[src/rtl/multicycle_controller.sv]
// multicycle_controller: control FSM for the multicycle datapath.
// Runs a two-byte fetch (F1..F4), dispatches on the opcode captured in F4,
// then steps through the load, store, jump/branch or ALU micro-sequence.
// Outputs are decoded from the state register. The one exception is PCldEn
// in the jump/branch state, which follows the live branch condition.
// Optional build macro MC_HALT_EN adds a HLT state for opcode 1111 and
// drives the halted flag. Without it, 1111 is a NOP and halted stays 0.
module multicycle_controller #(
    parameter int OPCODE_W = 4,
    parameter int FLAG_W   = 3
) (
    input  logic                clk,
    input  logic                rst,
    input  logic [OPCODE_W-1:0] opcode,
    input  logic [FLAG_W-1:0]   FlagOut,
    input  logic [1:0]          JmpSel,
    output logic                PCsrc,
    output logic                PCldEn,
    output logic                PCout,
    output logic                IRldR,
    output logic                IRldL,
    output logic                RegSel,
    output logic                IRDout,
    output logic                IRAout,
    output logic                Mout,
    output logic                Mld,
    output logic                MemWrite,
    output logic                RegWrite,
    output logic                RegFileSel,
    output logic                Rout,
    output logic                Rld,
    output logic                DIld,
    output logic                Ald,
    output logic                Bld,
    output logic                ALUResOut,
    output logic                ALUResld,
    output logic                CZNld,
    output logic [1:0]          ALUOp,
    output logic [3:0]          state_o,
    output logic                halted
);

    // JMP and BRC share one state. The opcode captured in F4 decides
    // whether the PC load is unconditional or follows the branch condition.
    localparam logic [3:0] ST_F1  = 4'd0;
    localparam logic [3:0] ST_F2  = 4'd1;
    localparam logic [3:0] ST_F3  = 4'd2;
    localparam logic [3:0] ST_F4  = 4'd3;
    localparam logic [3:0] ST_L1  = 4'd4;
    localparam logic [3:0] ST_L2  = 4'd5;
    localparam logic [3:0] ST_S1  = 4'd6;
    localparam logic [3:0] ST_S2  = 4'd7;
    localparam logic [3:0] ST_JB  = 4'd8;
    localparam logic [3:0] ST_A1  = 4'd9;
    localparam logic [3:0] ST_A2  = 4'd10;
    localparam logic [3:0] ST_A3  = 4'd11;
    localparam logic [3:0] ST_A4  = 4'd12;
    localparam logic [3:0] ST_A5  = 4'd13;
    localparam logic [3:0] ST_A6  = 4'd14;
`ifdef MC_HALT_EN
    localparam logic [3:0] ST_HLT = 4'd15;
`endif

    localparam logic [OPCODE_W-1:0] OP_JMP = 4'b0010;

    logic [3:0]          state;
    logic [3:0]          next_state;
    logic [OPCODE_W-1:0] op_q;
    logic                cond;

    assign state_o = state;

    // State register. Reset always returns to F1 (code 0), whatever state the FSM is in.
    always_ff @(posedge clk) begin
        if (rst) begin
            state <= ST_F1;
        end else begin
            state <= next_state;
        end
    end

    // Hold the opcode seen in F4 so that later IR changes cannot affect the instruction.
    always_ff @(posedge clk) begin
        if (rst) begin
            op_q <= '0;
        end else if (state == ST_F4) begin
            op_q <= opcode;
        end
    end

    // Branch condition from JmpSel against the flags {C,Z,N} as they are in this cycle.
    always_comb begin
        cond = 1'b1;
        case (JmpSel)
            2'b00:   cond = 1'b1;
            2'b01:   cond = FlagOut[2];
            2'b10:   cond = FlagOut[1];
            default: cond = FlagOut[0];
        endcase
    end

    // Next-state logic: fixed fetch sequence, decode dispatch in F4, micro-steps back to F1.
    always_comb begin
        next_state = ST_F1;
        case (state)
            ST_F1: next_state = ST_F2;
            ST_F2: next_state = ST_F3;
            ST_F3: next_state = ST_F4;
            ST_F4: begin
                casez (opcode)
                    4'b0000: next_state = ST_L1;
                    4'b0001: next_state = ST_S1;
                    4'b001?: next_state = ST_JB;
                    4'b01??: next_state = ST_A1;
`ifdef MC_HALT_EN
                    4'b1111: next_state = ST_HLT;
`endif
                    default: next_state = ST_F1;
                endcase
            end
            ST_L1: next_state = ST_L2;
            ST_S1: next_state = ST_S2;
            ST_A1: next_state = ST_A2;
            ST_A2: next_state = ST_A3;
            ST_A3: next_state = ST_A4;
            ST_A4: next_state = ST_A5;
            ST_A5: next_state = ST_A6;
`ifdef MC_HALT_EN
            ST_HLT: next_state = ST_HLT;
`endif
            default: next_state = ST_F1;
        endcase
    end

    // Strobe decode. Reset masks everything so that no write can escape mid-instruction.
    always_comb begin
        PCsrc      = 1'b0;
        PCldEn     = 1'b0;
        PCout      = 1'b0;
        IRldR      = 1'b0;
        IRldL      = 1'b0;
        RegSel     = 1'b0;
        IRDout     = 1'b0;
        IRAout     = 1'b0;
        Mout       = 1'b0;
        Mld        = 1'b0;
        MemWrite   = 1'b0;
        RegWrite   = 1'b0;
        RegFileSel = 1'b0;
        Rout       = 1'b0;
        Rld        = 1'b0;
        DIld       = 1'b0;
        Ald        = 1'b0;
        Bld        = 1'b0;
        ALUResOut  = 1'b0;
        ALUResld   = 1'b0;
        CZNld      = 1'b0;
        ALUOp      = 2'b00;
        halted     = 1'b0;
        if (!rst) begin
            case (state)
                ST_F1, ST_F3: begin
                    PCout  = 1'b1;
                    Mld    = 1'b1;
                    PCldEn = 1'b1;
                end
                ST_F2: begin
                    Mout  = 1'b1;
                    IRldL = 1'b1;
                end
                ST_F4: begin
                    Mout  = 1'b1;
                    IRldR = 1'b1;
                    DIld  = 1'b1;
                end
                ST_L1: begin
                    IRAout = 1'b1;
                    Mld    = 1'b1;
                end
                ST_L2: begin
                    Mout       = 1'b1;
                    RegWrite   = 1'b1;
                    RegFileSel = 1'b1;
                    RegSel     = 1'b1;
                end
                ST_S1: begin
                    RegFileSel = 1'b1;
                    Rld        = 1'b1;
                end
                ST_S2: begin
                    Rout     = 1'b1;
                    IRAout   = 1'b1;
                    MemWrite = 1'b1;
                end
                ST_JB: begin
                    IRAout = 1'b1;
                    PCsrc  = 1'b1;
                    PCldEn = (op_q == OP_JMP) ? 1'b1 : cond;
                end
                ST_A1: begin
                    RegFileSel = 1'b1;
                    RegSel     = 1'b1;
                    Rld        = 1'b1;
                end
                ST_A2: begin
                    Rout = 1'b1;
                    Ald  = 1'b1;
                end
                ST_A3: begin
                    RegFileSel = 1'b1;
                    Rld        = 1'b1;
                end
                ST_A4: begin
                    Rout = 1'b1;
                    Bld  = 1'b1;
                end
                ST_A5: begin
                    ALUOp    = op_q[1:0];
                    ALUResld = 1'b1;
                    CZNld    = 1'b1;
                end
                ST_A6: begin
                    ALUResOut  = 1'b1;
                    RegWrite   = 1'b1;
                    RegFileSel = 1'b1;
                    RegSel     = 1'b1;
                end
`ifdef MC_HALT_EN
                ST_HLT: halted = 1'b1;
`endif
                default: begin
                    PCldEn = 1'b0;
                end
            endcase
        end
    end

endmodule
[config.mk]
export PLATFORM = sky130hd
export DESIGN_NAME = multicycle_controller
export DESIGN_NICKNAME = d
export VERILOG_FILES = /design/src/rtl/multicycle_controller.sv
export SDC_FILE = /design/constraint.sdc
export NUM_CORES = 1
export LEC_CHECK = 0
export ABC_AREA = 1
export CORE_MARGIN = 2
export CORE_UTILIZATION = 33
export CTS_CLUSTER_SIZE = 16
export DETAILED_ROUTE_END_ITERATION = 10
export PLACE_DENSITY = 0.83
export SLEW_MARGIN = 15
export SYNTH_ARGS = -nofsm -noshare
export SYNTH_HDL_FRONTEND = slang
export SYNTH_SLANG_ARGS = --single-unit
[constraint.sdc]
create_clock -name clk -period 1.1 [get_ports clk]
set_input_delay 0.22 -clock clk [delete_from_list [all_inputs] [get_ports clk]]
set_output_delay 0.22 -clock clk [all_outputs]
set_load 0.005 [all_outputs]
==> results of run 1 <==
-- timing repair --
item,in CTS
pin swaps,27
gates resized for setup,170
endpoints found under the setup margin,34
hold buffers,0
setup buffers,25
-- Yosys cell counts (all sizes together) (2+ instances only) --
library cell  instances
nand2                31
nor3                  2
nor2                 28
dfxtp                 8
buf                   5
a21oi                 3
nand3                 4
a31oi                 2
inv                  18
o21ai                 7
-- cells by family after synthesis --
group	Yosys count	share of synthesized area, %
buffers and inverters	24	16.9
AND/OR/NAND/NOR	67	42.4
flip-flops	8	24.8
other	1	0.581
AO/OA/AOI/OAI	17	15.3
-- per-stage QoR --
step,area (um^2),hold slack [ps],setup TNS [ps],cells
after floorplan,684,388,-36.0,118
after global placement,1240,526,-15670,200
after detailed placement,1240,534,-16590,200
after CTS,1550,546,-9150,226
==> impl_metrics.yaml, run 1 <==
run_status:
  status: "did not finish"
  error: "[ERROR DPL-0038] Utilization greater than 100%, impossible to legalize"
  haltStage: "global routing (5_1_grt)"
synth:
  seq_area_frac_synth_pct: 24.8
  syn_area_per_cell_um2: 5.52
  ys_top_cells_by_area: "dfxtp_1 25%, nand2_1 17%, nor2_1 15%"
  synthesis.area_um2: 646
  ys_types: 23
  ys.flop_type: "dfxtp_1"
  synthArstFlopShare_pct: 0
  synth_edf_count: 0
  synth_warnings: 0
  ys_ff_latch: 8
  postSynthCellCount: 117
  yosys.area.top_type: "dfxtp_1"
  yosys.area.top_type_share_pct: 24.8
placed_design:
  place_hpwl_mm: 1.99
  detailedPlace.worstSlack_ps: -816
  gp_congestion: 0.837
  io_buffers: 36
clocking:
  clkSinkCount: 8
  clockRootBuffer: "clkbuf_4"
  cts_buffer_depth: 2
  numCtsBuffers: 3
  htreeDepth: 1
die:
  fp.dieW_um: 48.2
  initial_utilization_pct: 36.2
  ioPinCount: 39
  die_y_um: 48.2
  rows: 15
global_routing:
  grt_max_degree: 9
timing:
  grt_worst_setup_endpoint: "PCldEn"
  worst-ep-kind: "output port"
==> run 2: changes to the inputs <==
CORE_AREA = 2 2 63 65   (was not set)
CORE_MARGIN = not set   (was 2)
CORE_UTILIZATION = not set   (was 33)
CTS_CLUSTER_SIZE = not set   (was 16)
DIE_AREA = 0 0 65 67   (was not set)
PLACE_DENSITY = not set   (was 0.83)
PLACE_DENSITY_LB_ADDON = 0.15   (was not set)
clock period = 1.45 ns   (was 1.1 ns; I/O delays follow)
==> impl_metrics.yaml, run 2 <==
run_status:
  status: "complete, but fails checks"
  violations: "setup timing"
timing:
  finalCritPeriodShare_pct: 115
  skew_ps: 0.483
  slew_viol_final: 0
  tns_ps: -1990
  hold_slack_ps: 455
  setup_ws_ps: -221
  rsz0062_at_grt: "yes"
  fmax_ghz: 0.598
  final_hold_viol_count: 0
  layout_min_cycle_time_ps: 1670
  setup_viol: 20
die:
  fp.coreArea_um2: 3610
  ioPinCount: 39
  die_y_um: 67
  fp.dieW_um: 65
  initial_utilization_pct: 17.9
  die_area_um2: 4360
  rows: 22
layout:
  syn_to_final_growth_pct: 147
  fin_cells: 244
  seqCellArea_um2: 175
  final_common_cell: "buf_4"
  fill_cells: 374
  drive_gt1_share_pct: 59.7
  multiInputGateArea_um2: 562
  nNetsFinal: 209
  antenna_cells: 0
  final_cell_mix: "31 x buf_4, 18 x buf_2, 14 x nor2_1, 14 x nand2_1, 14 x buf_6"
routing:
  ant_nets: 0
  routed_wirelength_mm: 2.84
  route.detailed.drc: 0
  wire_per_inst_um: 11.7
  avgViaCountPerCell: 4.12
  num_vias: 1005
  drtPass1Iterations: 4
  drt-initial-drc-count: 22
global_routing:
  grt_overflow: 0
  grtUsageTotal_pct: 13.4
  grt_max_degree: 9
  grt_pass1_wl_mm: 4.43
  grt_pass1_vias: 1011
  antenna_found_initial: 0
power:
  p_per_area_nw_per_um2: 484
  vdd_drop_max_mv: 0.239
  power_leakage_uw: 0.000860
  total_power_uw: 770
critical_path:
  reg2reg_depth: 8
  worstReg2RegEnd: "state_o[0]"
  rrSetupSlack_ps: 120
  end_kind: "output port"
  critPathMaxFanout: 5
  cp.arrival_ps: 1380
  critical_path_class: "register to output port"
  cp.required_ps: 1160
  r2r_start: "state_o[3]"
  critPathLaunchType: "register"
hold_path:
  min_path_type: "register to register"
  worstHoldEndpoint: "op_q[3]"
  min_from: "op_q[3]"
  hold_depth: 2
synth:
  synthArstFlopShare_pct: 0
  ys_ff_latch: 8
  seq_area_frac_synth_pct: 24.8
  synthesis.area_um2: 646
  yosys.area.top_type_share_pct: 24.8
  postSynthCellCount: 117
  ys_top_cells_by_area: "dfxtp_1 25%, nand2_1 17%, nor2_1 15%"
  ys.flop_type: "dfxtp_1"
  synth_most_common_cell: "nand2_1"
  synthTopCellsByCount: "30 x nand2_1, 25 x nor2_1, 14 x inv_1, 8 x dfxtp_1, 6 x o21ai_0"
  syn_area_per_cell_um2: 5.52
  ys_types: 23
  synth_warnings: 0
  yosys.area.top_type: "dfxtp_1"
  synth_edf_count: 0
placed_design:
  place_hpwl_mm: 1.93
  gp_congestion: 0.827
  io_buffers: 36
  dp.cells: 225
clocking:
  hold_buffers: 0
  clock_latency_ps: 220
  cts_tree: "yes"
  clockRootBuffer: "clkbuf_8"
  htreeDepth: 1
  numCtsBuffers: 3
  clkSinkCount: 8
  cts_buffer_depth: 2
  cts.clk_slew.worst_paths_ps: 40
run:
  cap_violations: 0
-- run 2: cell counts after synthesis --
No cell type changed its count.
-- run 2: what timing repair did --
| item | in CTS | in global routing |
|---|---|---|
| endpoints found under the setup margin | 26 | 26 |
| endpoints found under the hold margin | 0 | 0 |
| resized for setup | 144 | 29 |
| cloned | 0 | 0 |
| setup buffers | 16 | 2 |
| pin swaps | 14 | 13 |
-- run 2: per-layer routing --
| metal | vias up | global-route usage [%] | routed length, um |
|---|---|---|---|
| met2 | 40 | 25.1 | 1530 |
| met3 | 10 | 3.21 | 186 |
| li1 | 520 | - | - |
| met5 | - | 0 | 0 |
| met1 | 435 | 13.4 | 1010 |
| met4 | 0 | 7.71 | 115 |
-- run 2: cell type report --
class	instances	area share, %
timing repair buffer	81	42.3
multi-input combinational	86	35.3
sequential	8	11.0
inverter	18	5.03
tap	48	3.77
clock buffer	3	2.59
-- run 2: worst max-delay path by stage --
stage | slack [ps] | start | to
2_1_floorplan | 160 | state_o[0] | ALUOp[0]
3_3_place_gp | -570 | rst | Mld
3_5_place_dp | -620 | rst | Mld
4_1_cts | -170 | state_o[2] | RegFileSel
5_1_grt | -280 | state_o[2] | RegFileSel
6_report | -220 | state_o[2] | RegFileSel
-- run 2: per-stage QoR --
step	area [um^2]	util (%)	setup slack [ps]
final	1590	44.1	-221
after global routing	1590	44.1	-284
after CTS	1520	42.1	-173
after detailed placement	1260	34.9	-620
after global placement	1260	34.9	-571
after floorplan	649	-	163
-- run 2: report_power, final --
group	internal [uW]	switching, uW
registers	230	14.6
clock network	179	78.5
logic	140	128
total	549	221
-- run 2: cells by family after synthesis --
family | after synthesis | synth area share, %
compound gates | 17 | 15.3
buf+inv | 24 | 16.9
flops | 8 | 24.8
other cells | 1 | 0.581
simple gates | 67 | 42.4
-- run 2: worst max-delay path, stage by stage, from the launching register on --
cell and delay [ps]:
dfxtp_4 390, inv_4 50, nor2_4 120, buf_6 130, nand2_4 50, and2_4 150
nand2_2 60, nand2_2 50, nand2_1 50, buf_2 100
(Power assumes the default switching activity.)
